$ cat config.mk
export PLATFORM = sky130hd
export DESIGN_NAME = vh_stim_driver
export DESIGN_NICKNAME = d
export VERILOG_FILES = /design/src/rtl/vh_stim_pkg.sv /design/src/rtl/vh_misr32.sv /design/src/rtl/vh_stim_driver.sv
export SDC_FILE = /design/constraint.sdc
export NUM_CORES = 1
export LEC_CHECK = 0
export CAP_MARGIN = 10
export CORE_MARGIN = 2
export CORE_UTILIZATION = 53
export CTS_CLUSTER_SIZE = 10
export DETAILED_ROUTE_END_ITERATION = 16
export PLACE_DENSITY = 0.86
export SLEW_MARGIN = 40
export SYNTH_ARGS = -nofsm -noshare
export SYNTH_HDL_FRONTEND = slang
export SYNTH_HIERARCHICAL = 1
export SYNTH_SLANG_ARGS = --single-unit
$ cat constraint.sdc
create_clock -name clk -period 4.6 [get_ports clk]
set_input_delay 0.46 -clock clk [delete_from_list [all_inputs] [get_ports clk]]
set_output_delay 0.46 -clock clk [all_outputs]
set_load 0.01 [all_outputs]
$ cat src/rtl/vh_stim_pkg.sv
// Shared constants, state encoding and LFSR helper for the vloghammer stimulus driver.
// The VH_STIM_CORNER_EN build option (see vh_stim_driver) uses the corner patterns defined here.
package vh_stim_pkg;

  localparam int Y_W    = 90;
  localparam int OPS_W  = 60;
  localparam int LFSR_W = 64;
  localparam int SIG_W  = 32;

  // Operand fields inside the low 60 LFSR bits, LSB first.
  localparam int A0_OFF = 0,  A0_W = 4;
  localparam int A1_OFF = 4,  A1_W = 5;
  localparam int A2_OFF = 9,  A2_W = 6;
  localparam int A3_OFF = 15, A3_W = 4;
  localparam int A4_OFF = 19, A4_W = 5;
  localparam int A5_OFF = 24, A5_W = 6;
  localparam int B0_OFF = 30, B0_W = 4;
  localparam int B1_OFF = 34, B1_W = 5;
  localparam int B2_OFF = 39, B2_W = 6;
  localparam int B3_OFF = 45, B3_W = 4;
  localparam int B4_OFF = 49, B4_W = 5;
  localparam int B5_OFF = 54, B5_W = 6;

  localparam logic [LFSR_W-1:0] LFSR_TAPS = 64'hD800_0000_0000_0000;
  localparam logic [SIG_W-1:0]  MISR_POLY = 32'h04C1_1DB7;
  localparam logic [SIG_W-1:0]  MISR_INIT = 32'hFFFF_FFFF;

  // Fields repeat as a 4/5/6-bit group every 15 bits, so each corner is a 15-bit pattern x4.
  localparam int              NUM_CORNERS = 4;
  localparam logic [OPS_W-1:0] CORNER_ZERO = '0;
  localparam logic [OPS_W-1:0] CORNER_ONES = '1;
  localparam logic [OPS_W-1:0] CORNER_MSB  = {4{15'h4108}};
  localparam logic [OPS_W-1:0] CORNER_LOW  = {4{15'h3EF7}};

  typedef enum logic [1:0] {IDLE, APPLY, SAMPLE, DONE} state_t;

  function automatic logic [LFSR_W-1:0] lfsr_next(input logic [LFSR_W-1:0] l);
    return (l >> 1) ^ (l[0] ? LFSR_TAPS : '0);
  endfunction

  function automatic logic [OPS_W-1:0] corner_pattern(input logic [1:0] idx);
    case (idx)
      2'd0:    return CORNER_ZERO;
      2'd1:    return CORNER_ONES;
      2'd2:    return CORNER_MSB;
      default: return CORNER_LOW;
    endcase
  endfunction

endpackage

$ cat src/rtl/vh_misr32.sv
// 32-bit MISR that folds a 90-bit response into a running signature.
// Shared with other regression checkers; clear and reset both restore the init value.
module vh_misr32
  import vh_stim_pkg::*;
(
  input  logic             clk,
  input  logic             reset,
  input  logic             clear,
  input  logic             en,
  input  logic [Y_W-1:0]   y,
  output logic [SIG_W-1:0] sig
);

  logic [SIG_W-1:0] fold;

  assign fold = y[31:0] ^ y[63:32] ^ {6'b0, y[89:64]};

  // NOTE: non-blocking so every register in the design samples pre-edge values.
  always_ff @(posedge clk) begin
    if (reset || clear) sig <= MISR_INIT;
    else if (en)        sig <= {sig[30:0], 1'b0} ^ (sig[31] ? MISR_POLY : '0) ^ fold;
  end

endmodule

$ cat src/rtl/vh_stim_driver.sv
// LFSR operand driver and MISR response compactor for one vloghammer expression DUT.
// Define VH_STIM_CORNER_EN to replace the first four vectors of each run with corner patterns.
module vh_stim_driver
  import vh_stim_pkg::*;
#(
  parameter int unsigned        NUM_VECTORS = 256,
  parameter logic [LFSR_W-1:0]  SEED        = 64'h0000_0000_0000_0001
) (
  input  logic             clk,
  input  logic             reset,
  input  logic             start,
  input  logic [Y_W-1:0]   y,
  output logic [A0_W-1:0]  a0,
  output logic [A1_W-1:0]  a1,
  output logic [A2_W-1:0]  a2,
  output logic [A3_W-1:0]  a3,
  output logic [A4_W-1:0]  a4,
  output logic [A5_W-1:0]  a5,
  output logic [B0_W-1:0]  b0,
  output logic [B1_W-1:0]  b1,
  output logic [B2_W-1:0]  b2,
  output logic [B3_W-1:0]  b3,
  output logic [B4_W-1:0]  b4,
  output logic [B5_W-1:0]  b5,
  output logic             busy,
  output logic             done,
  output logic [SIG_W-1:0] sig,
  output logic [15:0]      vec_count
);

  localparam logic [LFSR_W-1:0] SEED_EFF = (SEED == '0) ? 64'd1 : SEED;
  localparam logic [16:0]       LAST_CNT = 17'(NUM_VECTORS);

  state_t            state, state_nx;
  logic [LFSR_W-1:0] lfsr, lfsr_adv, lfsr_step;
  logic [OPS_W-1:0]  ops, start_ops, next_ops;
  logic              launch, last_vec;

  assign launch   = start && (state == IDLE || state == DONE);
  assign last_vec = ({1'b0, vec_count} + 17'd1) == LAST_CNT;
  assign lfsr_adv = lfsr_next(lfsr);

`ifdef VH_STIM_CORNER_EN
  logic in_corner, next_corner;

  // The LFSR stays parked at the seed until the corner vectors are used up.
  assign in_corner   = vec_count < 16'(NUM_CORNERS);
  assign next_corner = ({1'b0, vec_count} + 17'd1) < 17'(NUM_CORNERS);
  assign start_ops   = corner_pattern(2'd0);
  assign lfsr_step   = in_corner ? lfsr : lfsr_adv;
  assign next_ops    = next_corner ? corner_pattern(vec_count[1:0] + 2'd1) : lfsr_step[OPS_W-1:0];
`else
  assign start_ops   = SEED_EFF[OPS_W-1:0];
  assign lfsr_step   = lfsr_adv;
  assign next_ops    = lfsr_adv[OPS_W-1:0];
`endif

  always_ff @(posedge clk) begin
    if (reset) state <= IDLE;
    else       state <= state_nx;
  end

  // NOTE: default assigned first so no path through the case can infer a latch.
  always_comb begin
    state_nx = state;
    unique case (state)
      IDLE, DONE: if (start) state_nx = APPLY;
      APPLY:      state_nx = SAMPLE;
      SAMPLE:     state_nx = last_vec ? DONE : APPLY;
      default:    state_nx = IDLE;
    endcase
  end

  always_ff @(posedge clk) begin
    if (reset) begin
      lfsr      <= SEED_EFF;
      ops       <= '0;
      vec_count <= '0;
    end else if (launch) begin
      lfsr      <= SEED_EFF;
      ops       <= start_ops;
      vec_count <= '0;
    end else if (state == SAMPLE) begin
      lfsr      <= lfsr_step;
      vec_count <= vec_count + 16'd1;
      if (!last_vec) ops <= next_ops;
    end
  end

  vh_misr32 u_misr (
    .clk   (clk),
    .reset (reset),
    .clear (launch),
    .en    (state == SAMPLE),
    .y     (y),
    .sig   (sig)
  );

  assign busy = (state == APPLY) || (state == SAMPLE);
  assign done = (state == DONE);

  assign a0 = ops[A0_OFF +: A0_W];
  assign a1 = ops[A1_OFF +: A1_W];
  assign a2 = ops[A2_OFF +: A2_W];
  assign a3 = ops[A3_OFF +: A3_W];
  assign a4 = ops[A4_OFF +: A4_W];
  assign a5 = ops[A5_OFF +: A5_W];
  assign b0 = ops[B0_OFF +: B0_W];
  assign b1 = ops[B1_OFF +: B1_W];
  assign b2 = ops[B2_OFF +: B2_W];
  assign b3 = ops[B3_OFF +: B3_W];
  assign b4 = ops[B4_OFF +: B4_W];
  assign b5 = ops[B5_OFF +: B5_W];

endmodule

==> results.cfg, run 1 <==
[critical_path]
r2r_cells = 7
startpoint_type = register
critical_path_arrival_ps = 3120
worst_setup_path_end_kind = register
r2r_slack_ps = 1830
crit_path_max_fanout = 59
crit_required_ps = 4950
path_class = register to register

[floorplanning]
dieWidth_um = 125
die_h_um = 125
ioPinCount = 203
dieArea_um2 = 15600
start_util_pct = 53.7
core_area_um2 = 14400
rows = 44

[cts]
ctsHoldBuffers = 0
clk_pin_slew_ps = 60
cts-resized-gates = 0
cts_buffer_depth = 2
cts_sinks = 174
cts_tree = done
postCtsSetupRepairBufs = 0
htree_levels = 4
root_buffer = clkbuf_16
clock_latency_ps = 420
cts_made_buffers = 17

[worst_hold_path]
min_path_cells = 2
hp-class = register to register

[placed_design]
gp_congestion = 0.846
hpwl_um = 12700
io_buffers = 202
place_ws_ps = 1910

[sta]
hold_viol_final = 0
finalClockSkew_ps = 4.87
worst_slack_ps = 1830
finalCritPeriodShare_pct = 60.3
min_period_ps = 2770
drv_slew = 0
hold_ws_ps = 456
fin_setup_tns_ps = 0
setup_viol = 0
rsz0062_at_grt = no
clock.fmax_mhz = 361
tightest_slew_ps = 796
relSlewSlack_pct = 46.9

[route]
antenna_left = 0
drcViolationCount = 0
totalWireLength_um = 18000
dr.pass1.iters = 5
viasPerCell = 5.24
wire_per_inst_um = 15.3
num_vias = 6163
drt-initial-drc-count = 468

[grt]
grt-ovfl-total = 0
antenna_found_initial = 0
grt_pass1_vias = 5787
grt_first_pass_wirelength_um = 29600
grt_max_degree = 79
grt_usage_pct = 23.1

[finish]
drive_gt1_share_pct = 4.83
antenna_cells = 0
most-common-layout-cells = clkdlybuf4s50_1, dfxtp_1, nand2_1, mux2i_1, nor2_1
final_common_cell = clkdlybuf4s50_1
area_growth_pct = 34.2
multiInputGateArea_um2 = 3990
fin_nets = 1078
fill_cells = 1082
layout.area.seq_um2 = 3480

[logic_synthesis]
seq_area_frac_synth_pct = 45.1
synth_fp_nets = 907
avgSynthCellArea_um2 = 9.53
syn_inst = 810
netlist.area_leader.share_pct = 45.1
ys_top_cells_by_area = dfxtp_1, mux2i_1, xnor2_1, nand2_1, nor2_1
ys_seq_elements = 174
syn_area_um2 = 7720
yosysTopAreaCell = dfxtp_1
synth_cell_types = 46
yosys_warnings = 6

[flow_run]
cap_violations = 0

[run_status]
status = complete, no violations

[power_and_ir_drop]
peakVddDrop_v = 0.000382
powerDensity_nw_per_um2 = 430
p_leak_uw = 0.00368
## per-layer routing
metal	vias to the layer above	routed length [um]	global-route usage, %
li1	3049	-	-
met4	0	371	8.20
met5	-	0	0
met2	197	8930	39.8
met3	29	1060	4.77
met1	2888	7670	28.5
## flip-flops by register name (all words and copies together) (netlist names)
register / flops
vec_count: 16
u_misr/sig: 32
ops: 60
lfsr: 64
state: 2
## synth_stat cells (all sizes together)
cell,count
and3,1
clkbuf,40
xnor2,78
mux2i,120
nor4b,1
and2,5
o211ai,15
nor4,1
a311o,1
nand4b,2
or3,5
ha,4
a211o,1
and4,4
xor2,14
a2111oi,1
o21ai,19
a211oi,4
or2,2
nor2,86
o311ai,5
o31a,1
nand4,10
a311oi,1
nor3b,1
xnor3,12
nand3,4
or4,1
o31ai,1
dfxtp,174
nor3,1
buf,16
nand2b,3
inv,7
and3b,1
nand2,147
a21oi,20
a31oi,1
## per-stage QoR
step                      cell area, um2  std cells  utilization [%]  total power (uW)
after global routing               10400       1177             72.1              4670
final                              10400       1177             72.1              4460
after global placement              9790       1145             68.2              3160
after floorplan                     7720        810                -              2740
after detailed placement            9830       1146             68.4              3200
after CTS                          10400       1177             72.1              4490
## worst max-delay path, stage by stage (launching register included)
cell     delay (ps)
dfxtp_1         560
nand4_1         230
nor4_1          440
xnor2_1         150
and4_1          260
a21oi_4         150
buf_6           560
mux2i_1         280
## power breakdown
group / switching (uW) / internal, uW
combinational: 742 / 729
sequential: 103 / 1600
clock: 571 / 716
total: 1420 / 3040
## path summary, 6_finish.rpt
kind           startpoint       to
max reg2reg  vec_count[4]  ops[44]
max          vec_count[4]  ops[44]
min               ops[24]  ops[24]
min reg2reg       ops[24]  ops[24]
## cell type report
cell class / count / share of cell area, %
multi-input combinational: 573 / 38.5
sequential: 174 / 33.6
timing repair buffer: 208 / 20.3
clock buffer: 22 / 4.48
tap: 184 / 2.22
clock inverter: 9 / 0.604
inverter: 7 / 0.278
## cells by family after synthesis
logic type | after synthesis | synth area share (%)
buffers and inverters | 63 | 3.71
AOI/OAI and AO/OA | 70 | 5.83
xor gates and xnor gates | 104 | 14.2
adders and majority gates | 4 | 0.648
DFF | 174 | 45.1
and+or+nand+nor | 275 | 15.0
muxes | 120 | 15.6
Power figures use the tool's default switching activity.
==> inputs of run 2 (changes only) <==
- CORE_UTILIZATION: 53 -> 44
- PLACE_DENSITY: 0.86 -> 0.76
- clock period: 4.6 -> 2.4 ns (I/O delays scaled with it)
==> run 2 against run 1 <==
Net effect: hold slack got worse by 1.2 ps; flip-flop and latch count did not move; final area rose by 3.0%; die area rose by 20%; power rose by 100%.
==> results.cfg, run 2 (same netlist as run 1, synthesis figures left out) <==
[finish]
final_common_cell = clkdlybuf4s50_1
fin_cells = 1236
fin_nets = 1095
design_area_um2 = 10700
most-common-layout-cells = clkdlybuf4s50_1, dfxtp_1, nand2_1, mux2i_1, nor2_1
largest_reg_flops = 64
top_regs = lfsr: 64 flops, ops: 60 flops, u_misr/sig: 32 flops
area_growth_pct = 38.2
fill_cells = 1468
antenna_cells = 0
largest_register = lfsr
drive_gt1_share_pct = 7.22

[route]
wire_per_inst_um = 15.0
dr.pass1.iters = 4
viasPerCell = 4.91
drcViolationCount = 0
drt-initial-drc-count = 321
num_vias = 6070
antenna_left = 0
totalWireLength_um = 18600

[floorplanning]
ioPinCount = 203
die_h_um = 136
core_area_um2 = 17200
dieArea_um2 = 18600
dieWidth_um = 136
start_util_pct = 44.8
rows = 48

[worst_hold_path]
hp-class = register to register

[grt]
grt_usage_pct = 19.5
grt-ovfl-total = 0
grt_pass1_vias = 5851
grt_first_pass_wirelength_um = 28900
antenna_found_initial = 0
grt_max_degree = 119

[placed_design]
gp_congestion = 0.796
hpwl_um = 13000
io_buffers = 202
dpl_cell_area_um2 = 10000
dp.cells = 1201

[cts]
cts_buffer_depth = 2
root_buffer = clkbuf_16
clk_pin_slew_ps = 60
ctsHoldBuffers = 0
clock_latency_ps = 410
htree_levels = 4
cts_sinks = 174
cts_tree = done
cts_made_buffers = 17

[critical_path]
critPathMaxStageDelay_ps = 590
path_cells = nand4_1 -> or4_4 -> xor2_1 -> a21oi_4 -> buf_4 -> buf_12 -> mux2i_1
path_class = register to register
crit_required_ps = 2740
critical_path_arrival_ps = 2650
worst_setup_path_end_kind = register
startpoint_type = register
crit_path_max_fanout = 28
slowest_stage = or4_4

[power_and_ir_drop]
combPwrFrac_pct = 33.2
power_switching_uw = 2750
power_frac_clock_pct = 30.8
powerDensity_nw_per_um2 = 841
internal_power_uw = 6220
p_leak_uw = 0.00381
p_sw_share_pct = 30.7
peakVddDrop_v = 0.000635
p_seq_share_pct = 36.0
total_power_uw = 8970

[flow_run]
cap_violations = 0

[run_status]
status = complete, no violations

[sta]
fin_setup_tns_ps = 0
tightest_slew_ps = 532
finalCritPeriodShare_pct = 96.4
setup_viol = 0
relSlewSlack_pct = 64.5
clock.fmax_mhz = 432
finalClockSkew_ps = 9.27
drv_slew = 0
min_period_ps = 2310
hold_viol_final = 0
## run 2: changes by cell type in the layout (fill, tap and decap cells not counted), moves of 2 or more
cell	before	now
dfxtp_1	174	170
dfxtp_2	0	4
buf_4	2	17
bufinv_16	0	3
buf_6	2	0
buf_12	1	5
## run 2: power by group through the flow
stage | Clock (uW) | Sequential (uW) | Combinational [uW]
5_1_grt | 2950 | 3250 | 3190
3_3_place_gp | 0 | 3290 | 2880
4_1_cts | 2840 | 3230 | 2930
2_1_floorplan | 0 | 3320 | 1940
6_report | 2760 | 3230 | 2980
3_5_place_dp | 0 | 3290 | 2910
## run 2: critical path, delay by kind of cell (launching register included)
family / cells / cell delay [ps]
buffers and inverters: 2 / 350
flip-flops: 1 / 440
AND/OR/NAND/NOR: 2 / 820
XOR/XNOR: 1 / 210
AO/OA/AOI/OAI: 1 / 190
multiplexers: 1 / 220
## run 2: through the flow
step / hold slack (ps) / util, % / worst slack [ps]
after global routing: 477 / 61.9 / -16.1
final: 454 / 61.9 / 85.8
after detailed placement: 447 / 58.1 / 77.4
after floorplan: 313 / - / 64.7
after CTS: 458 / 61.5 / 32.5
after global placement: 443 / 58.1 / 188
## run 2: path summary, 6_finish.rpt
check	start	to	slack (ps)	depth (start not counted)
setup / recovery	vec_count[7]	ops[14]	90	7
hold / removal	ops[25]	ops[25]	450	2
setup reg to reg	vec_count[7]	ops[14]	90	7
hold reg to reg	ops[25]	ops[25]	450	2
## run 2: final cells by class
type                            instances  area [um2]  share of cell area, %
Clock buffer                           22         454                   4.26
Clock inverter                         10         136                   1.28
Inverter                                7        26.3                  0.246
Multi-Input combinational cell        573        4010                   37.6
Sequential cell                       174        3490                   32.7
Tap cell                              225         282                   2.64
Timing Repair Buffer                  225        2270                   21.3
## run 2: repair_timing
action	CTS	global route
buffers inserted	0	2
resized for setup	0	10
endpoints found under the setup margin	0	60
## run 2: per-layer routing
| metal | share of wire [%] | up-vias | GRT usage, % |
|---|---|---|---|
| li1 | - | 3074 | - |
| met1 | 45 | 2844 | 24.4 |
| met2 | 49 | 133 | 33.0 |
| met3 | 4.5 | 19 | 4.03 |
| met4 | 1.6 | 0 | 7.00 |
| met5 | 0 | - | 0 |
==> inputs of run 3 (changes only) <==
- CORE_ASPECT_RATIO: default -> 1.2
- PLACE_DENSITY: 0.76 -> 0.84
- SLEW_MARGIN: 40 -> default
==> run 3 against run 2 <==
Net effect: clock-buffer cell count is 5 lower; worst setup slack better by 25 ps; non-clock buffer count is 2 lower; highest routed layer unchanged.
==> results.cfg, run 3 (same netlist as run 1, synthesis figures left out) <==
[critical_path]
path_class = register to register
critPathMaxStageDelay_ps = 470
crit_path_max_fanout = 18
startpoint_type = register
critical_path_arrival_ps = 2610
slowest_stage = a2111oi_2
crit_required_ps = 2720
worst_setup_path_end_kind = register
path_cells = and4_4 -> a211o_1 -> a2111oi_2 -> and4_1 -> a21oi_4 -> clkbuf_16 -> mux2i_1
r2r_slack_ps = 110

[cts]
clk_pin_slew_ps = 80
cts_sinks = 174
cts_tree = done
root_buffer = clkbuf_16
cts_buffer_depth = 2
clock_latency_ps = 430
cts_made_buffers = 17
htree_levels = 4

[route]
totalWireLength_um = 18500
drt-initial-drc-count = 311
antenna_left = 0
dr.pass1.iters = 4
viasPerCell = 5.03
num_vias = 6185
drcViolationCount = 0
wire_per_inst_um = 15.1

[power_and_ir_drop]
peakVddDrop_v = 0.000467
power_frac_clock_pct = 31.0
p_leak_uw = 0.00380
internal_power_uw = 6000
combPwrFrac_pct = 32.5
total_power_uw = 8900
p_sw_share_pct = 32.5
power_switching_uw = 2890
powerDensity_nw_per_um2 = 836
p_seq_share_pct = 36.5

[finish]
fill_cells = 1448
area_growth_pct = 37.8
most-common-layout-cells = clkdlybuf4s50_1, dfxtp_1, nand2_1, mux2i_1, nor2_1
largest_register = lfsr
final_util_pct = 61.2
antenna_cells = 0
largest_reg_flops = 64
multiInputGateArea_um2 = 3990
fin_nets = 1093
final_common_cell = clkdlybuf4s50_1
design_area_um2 = 10600
top_regs = lfsr: 64 flops, ops: 60 flops, u_misr/sig: 32 flops
fin_cells = 1229
drive_gt1_share_pct = 7.23
layout.area.seq_um2 = 3490

[placed_design]
io_buffers = 202
gp_congestion = 0.872
dp.cells = 1193
dpl_cell_area_um2 = 9980
hpwl_um = 12600

[flow_run]
cap_violations = 0

[run_status]
status = complete, no violations

[sta]
fin_setup_tns_ps = 0
drv_slew = 0
hold_viol_final = 0
clock.fmax_mhz = 437
min_period_ps = 2290
tightest_slew_ps = 486
finalCritPeriodShare_pct = 95.4
relSlewSlack_pct = 67.6
finalClockSkew_ps = 11.4
setup_viol = 0

[floorplanning]
dieWidth_um = 125
dieArea_um2 = 18600
die_h_um = 149
rows = 53
core_area_um2 = 17400
start_util_pct = 44.4
ioPinCount = 203

[grt]
grt_pass1_vias = 5965
grt_usage_pct = 19.2
grt_max_degree = 119
antenna_found_initial = 0
grt-ovfl-total = 0
grt_first_pass_wirelength_um = 29200

[worst_hold_path]
hp-class = register to register
[run 3: changes by cell type in the layout (fill, tap and decap cells not counted), moves of 2 or more]
| cell | before | now |
|---|---|---|
| bufinv_16 | 3 | 1 |
| inv_8 | 0 | 2 |
| clkbuf_1 | 4 | 0 |
| clkinv_8 | 0 | 2 |
| clkinv_4 | 0 | 3 |
| inv_6 | 1 | 5 |
| clkinv_2 | 3 | 0 |
| buf_4 | 17 | 15 |
[run 3: layout make-up]
class                           count  area share [%]
Multi-Input combinational cell    573            37.5
Sequential cell                   174            32.8
Timing Repair Buffer              223            21.2
Clock buffer                       17            4.00
Tap cell                          220            2.59
Clock inverter                     15            1.60
Inverter                            7           0.247
[run 3: path summary, 6_finish.rpt]
kind	end	cells past startpoint	start
max	ops[30]	7	vec_count[3]
min	ops[44]	2	ops[44]
max reg2reg	ops[30]	7	vec_count[3]
min reg2reg	ops[44]	2	ops[44]
[run 3: power by group through the flow]
stage                     Combinational [uW]  Clock, uW  Sequential, uW
after floorplan                         1940          0            3320
after global placement                  2810          0            3300
after detailed placement                2840          0            3310
after CTS                               2860       2820            3250
after global routing                    3130       2950            3270
final                                   2890       2760            3250
[run 3: worst max-delay path, delay by kind of cell, from the launching register on]
family	cells	cell delay (ps)
AND/OR/NAND/NOR	2	560
multiplexers	1	130
AO/OA/AOI/OAI	3	880
buffers and inverters	1	230
flip-flops	1	360
[run 3: timing repair]
item | 4_1_cts | 5_1_grt
resized for setup | 0 | 6
hold buffers | 0 | 0
setup buffers | 0 | 3
setup endpoints to repair | 0 | 60
[run 3: per-stage QoR]
step | worst slack (ps) | hold WS [ps]
global route | -9.60 | 480
detailed placement | 63.5 | 450
global placement | 185 | 442
CTS | 41.4 | 462
floorplan | 64.7 | 313
finish | 111 | 457
[run 3: metal layers]
layer / vias to the layer above / GRT usage (%) / share of wire [%]
met3: 28 / 6.03 / 7.3
met4: 0 / 7.06 / 1.9
met5: - / 0 / 0
met1: 2885 / 22.4 / 42
met2: 195 / 33.4 / 49
li1: 3077 / - / -
